===== src/rtl/cascade_stage_sequencer.sv =====
`default_nettype none
// ============================================================================
// Module      : cascade_stage_sequencer
// Description : Runs one detection window through a Haar cascade on a single
//               classifier datapath. For each stage it clears the classifier
//               accumulator and reads the stage descriptor. It then streams
//               that stage's features from the feature ROM, pulsing the
//               classifier enable once per feature, and finally samples the
//               stage pass flag. The window ends at the first failing stage
//               (reject) or after the last stage passes (face).
// Ports       : clk, rst_n        - clock / async active-low reset
//               start, abort      - window control from the scanner
//               busy              - window in progress (any non-IDLE state)
//               stage_rd_en/addr  - stage ROM read; cnt/base return 1 cycle later
//               stage_cnt/base    - feature count / first feature address
//               feat_rd_en/addr   - feature ROM read strobe and address
//               clf_clr, clf_en   - classifier accumulator clear / accumulate
//               stage_status      - classifier stage pass flag
//               result_valid      - 1-cycle result strobe
//               face_detected     - all stages passed (held)
//               reject_stage      - failing stage, NUM_STAGES-1 on face (held)
// Revision    : 1.0 - initial release
// ============================================================================
module cascade_stage_sequencer #(
  parameter int NUM_STAGES = 25,
  parameter int STAGE_AW   = 5,
  parameter int FEAT_AW    = 12,
  parameter int FCNT_W     = 8
) (
  input  logic                clk,
  input  logic                rst_n,
  input  logic                start,
  input  logic                abort,
  output logic                busy,
  output logic                stage_rd_en,
  output logic [STAGE_AW-1:0] stage_addr,
  input  logic [FCNT_W-1:0]   stage_cnt,
  input  logic [FEAT_AW-1:0]  stage_base,
  output logic                feat_rd_en,
  output logic [FEAT_AW-1:0]  feat_addr,
  output logic                clf_clr,
  output logic                clf_en,
  input  logic                stage_status,
  output logic                result_valid,
  output logic                face_detected,
  output logic [STAGE_AW-1:0] reject_stage
);

  localparam logic [STAGE_AW-1:0] c_last_stage = STAGE_AW'(NUM_STAGES - 1);

  typedef enum logic [2:0] {
    ST_IDLE  = 3'd0,
    ST_LOAD  = 3'd1,
    ST_WAIT  = 3'd2,
    ST_FEAT  = 3'd3,
    ST_DRAIN = 3'd4,
    ST_EVAL  = 3'd5,
    ST_DONE  = 3'd6
  } state_t;

  state_t               r_state;
  state_t               w_next;
  logic [STAGE_AW-1:0]  r_stage_idx;
  logic [FCNT_W-1:0]    r_cnt;
  logic [FCNT_W-1:0]    r_i;
  logic [FEAT_AW-1:0]   r_base;
  logic [FEAT_AW-1:0]   r_last_addr;
  logic                 r_clf_en;
  logic                 r_face;
  logic [STAGE_AW-1:0]  r_reject;
  logic [FEAT_AW-1:0]   w_feat_addr;
  logic                 w_last_feat;

  // Address arithmetic is FEAT_AW wide so base+i wraps at the top of the ROM.
  assign w_feat_addr = r_base + FEAT_AW'(r_i);
  // Compare against cnt-1 rather than incrementing past cnt, so a full-scale
  // count (all ones) finishes without the index ever overflowing.
  assign w_last_feat = (r_i == (r_cnt - FCNT_W'(1)));

  // Next-state logic; abort overrides every transition outside IDLE.
  always_comb begin
    w_next = r_state;
    if (abort) begin
      w_next = ST_IDLE;
    end else begin
      case (r_state)
        ST_IDLE:  if (start) w_next = ST_LOAD;
        ST_LOAD:  w_next = ST_WAIT;
        ST_WAIT:  w_next = (stage_cnt == '0) ? ST_DRAIN : ST_FEAT;
        ST_FEAT:  if (w_last_feat) w_next = ST_DRAIN;
        ST_DRAIN: w_next = ST_EVAL;
        ST_EVAL: begin
          if (!stage_status || (r_stage_idx == c_last_stage)) w_next = ST_DONE;
          else                                                  w_next = ST_LOAD;
        end
        ST_DONE:  w_next = ST_IDLE;
        default:  w_next = ST_IDLE;
      endcase
    end
  end

  always_ff @(posedge clk or negedge rst_n) begin
    if (!rst_n) begin
      r_state     <= ST_IDLE;
      r_stage_idx <= '0;
      r_cnt       <= '0;
      r_i         <= '0;
      r_base      <= '0;
      r_last_addr <= '0;
      r_clf_en    <= 1'b0;
      r_face      <= 1'b0;
      r_reject    <= '0;
    end else begin
      r_state  <= w_next;
      // A read issued in the cycle abort arrives never reaches the classifier.
      r_clf_en <= (r_state == ST_FEAT) && !abort;
      if (r_state == ST_FEAT) r_last_addr <= w_feat_addr;
      if (!abort) begin
        case (r_state)
          ST_IDLE: if (start) r_stage_idx <= '0;
          ST_WAIT: begin
            r_cnt  <= stage_cnt;
            r_base <= stage_base;
            r_i    <= '0;
          end
          ST_FEAT: r_i <= r_i + FCNT_W'(1);
          ST_EVAL: begin
            if (!stage_status) begin
              r_face   <= 1'b0;
              r_reject <= r_stage_idx;
            end else if (r_stage_idx == c_last_stage) begin
              r_face   <= 1'b1;
              r_reject <= c_last_stage;
            end else begin
              r_stage_idx <= r_stage_idx + STAGE_AW'(1);
            end
          end
          default: ;
        endcase
      end
    end
  end

  assign busy          = (r_state != ST_IDLE);
  assign stage_rd_en   = (r_state == ST_LOAD);
  assign clf_clr       = (r_state == ST_LOAD);
  assign stage_addr    = r_stage_idx;
  assign feat_rd_en    = (r_state == ST_FEAT);
  // Outside FEAT the address bus parks on the last address actually read.
  assign feat_addr     = (r_state == ST_FEAT) ? w_feat_addr : r_last_addr;
  assign clf_en        = r_clf_en;
  assign result_valid  = (r_state == ST_DONE);
  assign face_detected = r_face;
  assign reject_stage  = r_reject;

endmodule
`default_nettype wire


===== config.mk =====
export PLATFORM = sky130hd
export DESIGN_NAME = cascade_stage_sequencer
export DESIGN_NICKNAME = d
export VERILOG_FILES = /design/src/rtl/cascade_stage_sequencer.sv
export SDC_FILE = /design/constraint.sdc
export NUM_CORES = 1
export LEC_CHECK = 0
export CAP_MARGIN = 20
export CORE_MARGIN = 3
export CORE_UTILIZATION = 53
export DETAILED_ROUTE_END_ITERATION = 10
export HOLD_SLACK_MARGIN = 0.06
export PLACE_DENSITY = 0.8
export SETUP_SLACK_MARGIN = 0.05
export SYNTH_ARGS = -nofsm -noshare
export SYNTH_HDL_FRONTEND = slang
export SYNTH_SLANG_ARGS = --single-unit

===== constraint.sdc =====
create_clock -name clk -period 2.6 [get_ports clk]
set_input_delay 0.52 -clock clk [delete_from_list [all_inputs] [get_ports clk]]
set_output_delay 0.52 -clock clk [all_outputs]
set_load 0.02 [all_outputs]

# Word-level counts from Yosys, hierarchy flattened
# Cells that the tools add are included.
[word_totals]
reg_bits = 55
input_bits = 25
out_inout_bits = 29
[op_classes]
add_sub_neg = 4
eq_ne = 14
mux = 16
bitwise_logic = 1
n_reduce_logical = 14
[ops]
columns = ["cell", "count"]
rows = [
  ["5-bit two-way mux", 5],
  ["3-bit case mux with 6 select lines", 1],
  ["8-bit case mux with 2 select lines", 1],
  ["3-bit two-way mux", 5],
  ["12-bit by 8-bit adder with 12-bit output", 1],
  ["12-bit two-way mux", 1],
  ["5-bit case mux with 2 select lines", 1],
  ["3-bit equality test, second input constant", 3],
  ["8-bit by 1-bit adder with 8-bit output, second input constant", 1],
  ["8-bit equality test", 1],
  ["8-bit zero test", 1],
  ["8-bit by 1-bit subtractor with 8-bit output, second input constant", 1],
  ["3-bit by 2-bit equality test with 1-bit output, second input constant", 2],
  ["2-bit != test, second input constant", 3],
  ["2-bit AND reduction", 3],
  ["5-bit by 1-bit adder with 5-bit output, second input constant", 1],
  ["5-bit equality test, second input constant", 1],
  ["5-bit AND reduction", 1],
  ["2-bit nonzero test", 2],
  ["3-bit by 1-bit equality test with 1-bit output, second input constant", 1],
  ["3-bit zero test", 1],
  ["3-bit by 2-bit != test with 1-bit output, second input constant", 1],
  ["3-bit != test, second input constant", 1],
  ["3-bit AND reduction", 1],
  ["7 further kinds", 9],
]

# Longest topological paths before layout
[logic_depth]
depth_word = 5
mapped_depth = 8

# Worst setup path after synthesis
# OpenSTA, ideal clock, no wires.
[synth_timing]
kind = "reg-to-output"
startpoint = "register r_i[0]"
endpoint = "output port feat_addr[10]"
arrival_ns = 2.241
slack_ns = -0.161
stages_incl_launch_ff = 8
path_buffers = 0
path_cell_list = "dfrtp_1 ha_1 fa_1 a21o_1 a21oi_1 a311oi_1 xnor2_1 o21ai_0"
[synth_between]
elab_chain_cells = 2
[synth_lines]
columns = ["item", "line_no", "source"]
rows = [
  ["from (decl)", "65", "logic [FCNT_W-1:0] r_i;"],
  ["from (signal assigned)", "126", "ST_FEAT: r_i <= r_i + FCNT_W'(1);"],
  ["12-bit by 8-bit adder with 12-bit output", "75", "assign w_feat_addr = r_base + FEAT_AW'(r_i);"],
  ["12-bit two-way mux", "150", "assign feat_addr = (r_state == ST_FEAT) ? w_feat_addr : r_last_addr;"],
  ["to (decl)", "40", "output logic [FEAT_AW-1:0] feat_addr,"],
]
# Every way passes these cells.

# Final worst setup path
[layout_timing]
startpoint = "register r_i[1]"
endpoint = "output port feat_addr[10]"
# The elaborated chain is that of the path after synthesis.

==> metrics.txt <==
status complete, but fails checks; failing checks setup timing; Worst R2R End r_last_addr[11]$_DFF_PN0_; required time worst endpoint approximately 2100 ps; Seq pwr share 0.322; # DRC 0; synth warn 0; post-synthesis instance total about 310; crit path setup slack, layout -243 ps; placed cell count 459; synth unique cells 58; GR Layer Usage met2 0.392; H-tree depth 2; Net Sw Frac 0.413; clock root cell clkbuf_8; # setup viols final 8; Worst R2R Setup Slack 430 ps; nets 447; Die Ht 82.4 um; setup repair after global routing missed its margin true; CTS tree done; commonest cells after routing, fill and taps aside dfrtp_1, buf_4, clkdlybuf4s50_1; #FFs+latches synth 55; fmax between 300 and 400 MHz; HP Class in2async; pwr/cell area 1060 mW/mm^2; CTS Sinks 55; Worst Path Max Fanout 3; Die Wd 82.4 um; R2R depth 10; met3 usage 0.0553; largest net degree at the start of global routing 31; Synth top area share 0.445; CTS Buffer Depth 2; vias 2,759; Slew Limit Fails 0; die area ~0.0068 mm^2; total CTS buffers 5; Layout area overhead 36.7%; internal power roughly 2.6 mW; Post-DRT Antenna Nets 0; most common flop cell mapped by yosys dfrtp_1; half-perimeter wire length after placement 5450 um; r2r startpoint r_base[1]$_DFFE_PN0P_; syn_nets roughly 350; P_sw ~1.8 mW; EDFF count, synth 0; Slew @ Worst Pin 596 ps; Total Wirelength 8210 um; worst-skew pair later-pin latency around 320 ps; CP endpoint kind output port; biggest area consumer among synthesized cells dfrtp_1; Post-CTS Hold Buffers 0; Final Power 4.46 mW; Crit path arrival time 2320 ps; aggregate global-route resource usage 0.247; MaxCap Viol Count 0; fillcell total 388; Crit Path Category reg2out; GRT met1 Usage 0.328; FFs w/ async S/R, synth 1.00; Slew headroom 0.602; layout cells sized above 1 0.295; startpoint types flop; number of placement rows 27; Final period util 1.09; Reg area 0.00138 mm^2; IO buf count 53; fin cells 482; Final Util 0.759; vias in the first global route 2,772; overflow left after global routing 0; worst ir drop on vdd 0.000551 V; ant diodes 0; Tmin final around 2800 ps; WL per Instance 17.0 um; number of iterations in the first detailed-routing pass 5; Clk pin slew, worst setup/hold paths 100 ps; Leak ~1.8 nW; Clk network pwr share 0.110; global-route wire length before repair 12,800 um; initial antenna violation count 0; Seq/Total Area, Yosys 0.445; setup TNS -1480 ps; GPL Wtd Cong between 0.9 and 1; number of DRC markers in iteration 0 206; vias per cell 5.72; Top Usage Layer GRT met2; synthesized area 0.00309 mm^2; area of the multi-input gates roughly 0.0018 mm^2; I/O pins 54; Mean Syn Cell Area 9.89 um^2; final hold viol count 0; core area 0.00557 mm^2; clk_skew ~7.3 ps; WHS ~190 ps; Initial Util 0.555; most common cell after layout, fill and taps aside dfrtp_1; top post-synthesis cells by area dfrtp_1, mux2_2, ha_1; Logic pwr share 0.568
## area by class of cell
class,count,share of cell area
clock buffers,5,0.0163
clock inverters,3,0.00562
repair buffers,101,0.209
flip-flops and latches,55,0.325
well taps,72,0.0213
inverters,9,0.00799
multi-input cells,237,0.415
## stage by stage
stage	instance area, um^2	setup WS [ps]
after detailed placement	3920	-407
after global placement	3920	-360
after global routing	4230	-340
after floorplan	3100	4.71
after CTS	4150	-158
final	4230	-243
## sequential cells by signal (all words and copies together), names as in the netlist
signal         cells
stage_addr         5
r_last_addr       12
r_i                8
r_cnt              8
r_state            3
r_base            12
reject_stage       5
face_detected      1
clf_en             1
## routing by layer
metal,share of wire,routed length [um],vias to the layer above
li1,-,-,1305
met1,0.43,3550,1302
met2,0.49,3980,121
met3,0.056,463,31
met4,0.026,210,0
met5,0,0,-
## cells in the mapped netlist, types with 2 or more instances
cell	count
dfrtp_1	55
nand2_1	34
nor2_1	26
o21ai_0	24
mux2_2	20
nand3_1	13
ha_1	12
xnor2_1	10
a21oi_1	9
inv_1	8
xor2_1	8
a21o_1	6
nand2b_1	6
nor3_1	6
buf_2	5
clkbuf_1	5
nand3b_1	5
or2_2	5
a31oi_1	4
a22oi_1	3
nor2b_1	3
nor4_1	3
o41ai_1	3
a211o_1	2
and3_1	2
nor3b_1	2
o2111ai_1	2
o21a_1	2
## cells by family (layout without fill, tap and decap cells)
group,after synthesis,in the layout,share of synthesized area
compound gates,70,70,0.156
simple gates,115,115,0.185
flops,55,55,0.445
buf+inv,21,118,0.0319
xor+xnor,18,18,0.0509
fa+ha+maj,13,13,0.0550
mux,21,21,0.0760
## what timing repair did
item | in CTS | in global routing
pin swaps | 14 | 9
gates resized for setup | 74 | 11
setup endpoints to repair | 11 | 10
setup buffers | 9 | 6
## how the worst max path moves through the flow
| stage | start | endpoint | slack (ps) |
|---|---|---|---|
| 2_1_floorplan | r_i[0]$_DFFE_PN0P_ | feat_addr[10] | 5 |
| 3_3_place_gp | r_i[0]$_DFFE_PN0P_ | feat_addr[10] | -360 |
| 3_5_place_dp | r_i[0]$_DFFE_PN0P_ | feat_addr[10] | -410 |
| 4_1_cts | r_base[0]$_DFFE_PN0P_ | feat_addr[6] | -160 |
| 5_1_grt | r_base[1]$_DFFE_PN0P_ | feat_addr[10] | -340 |
| 6_report | r_i[1]$_DFFE_PN0P_ | feat_addr[10] | -240 |
## critical path: stages (launching register included)
cell and delay, ps:
dfrtp_1 450, buf_6 140, fa_2 390, a21o_1 240, a21oi_4 180, a311oi_2 120, xnor2_1 140, o21ai_1 170
buf_4 170
## power groups by stage
stage               clock [mW]  sequential (mW)  combinational, mW
floorplan                    0             1.44               1.29
global placement             0             1.41               2.12
detailed placement           0             1.43               2.18
CTS                      0.508             1.42               2.36
global route             0.531             1.47               2.76
finish                   0.493             1.44               2.53
Note: power is estimated with default switching activity, not from simulation.
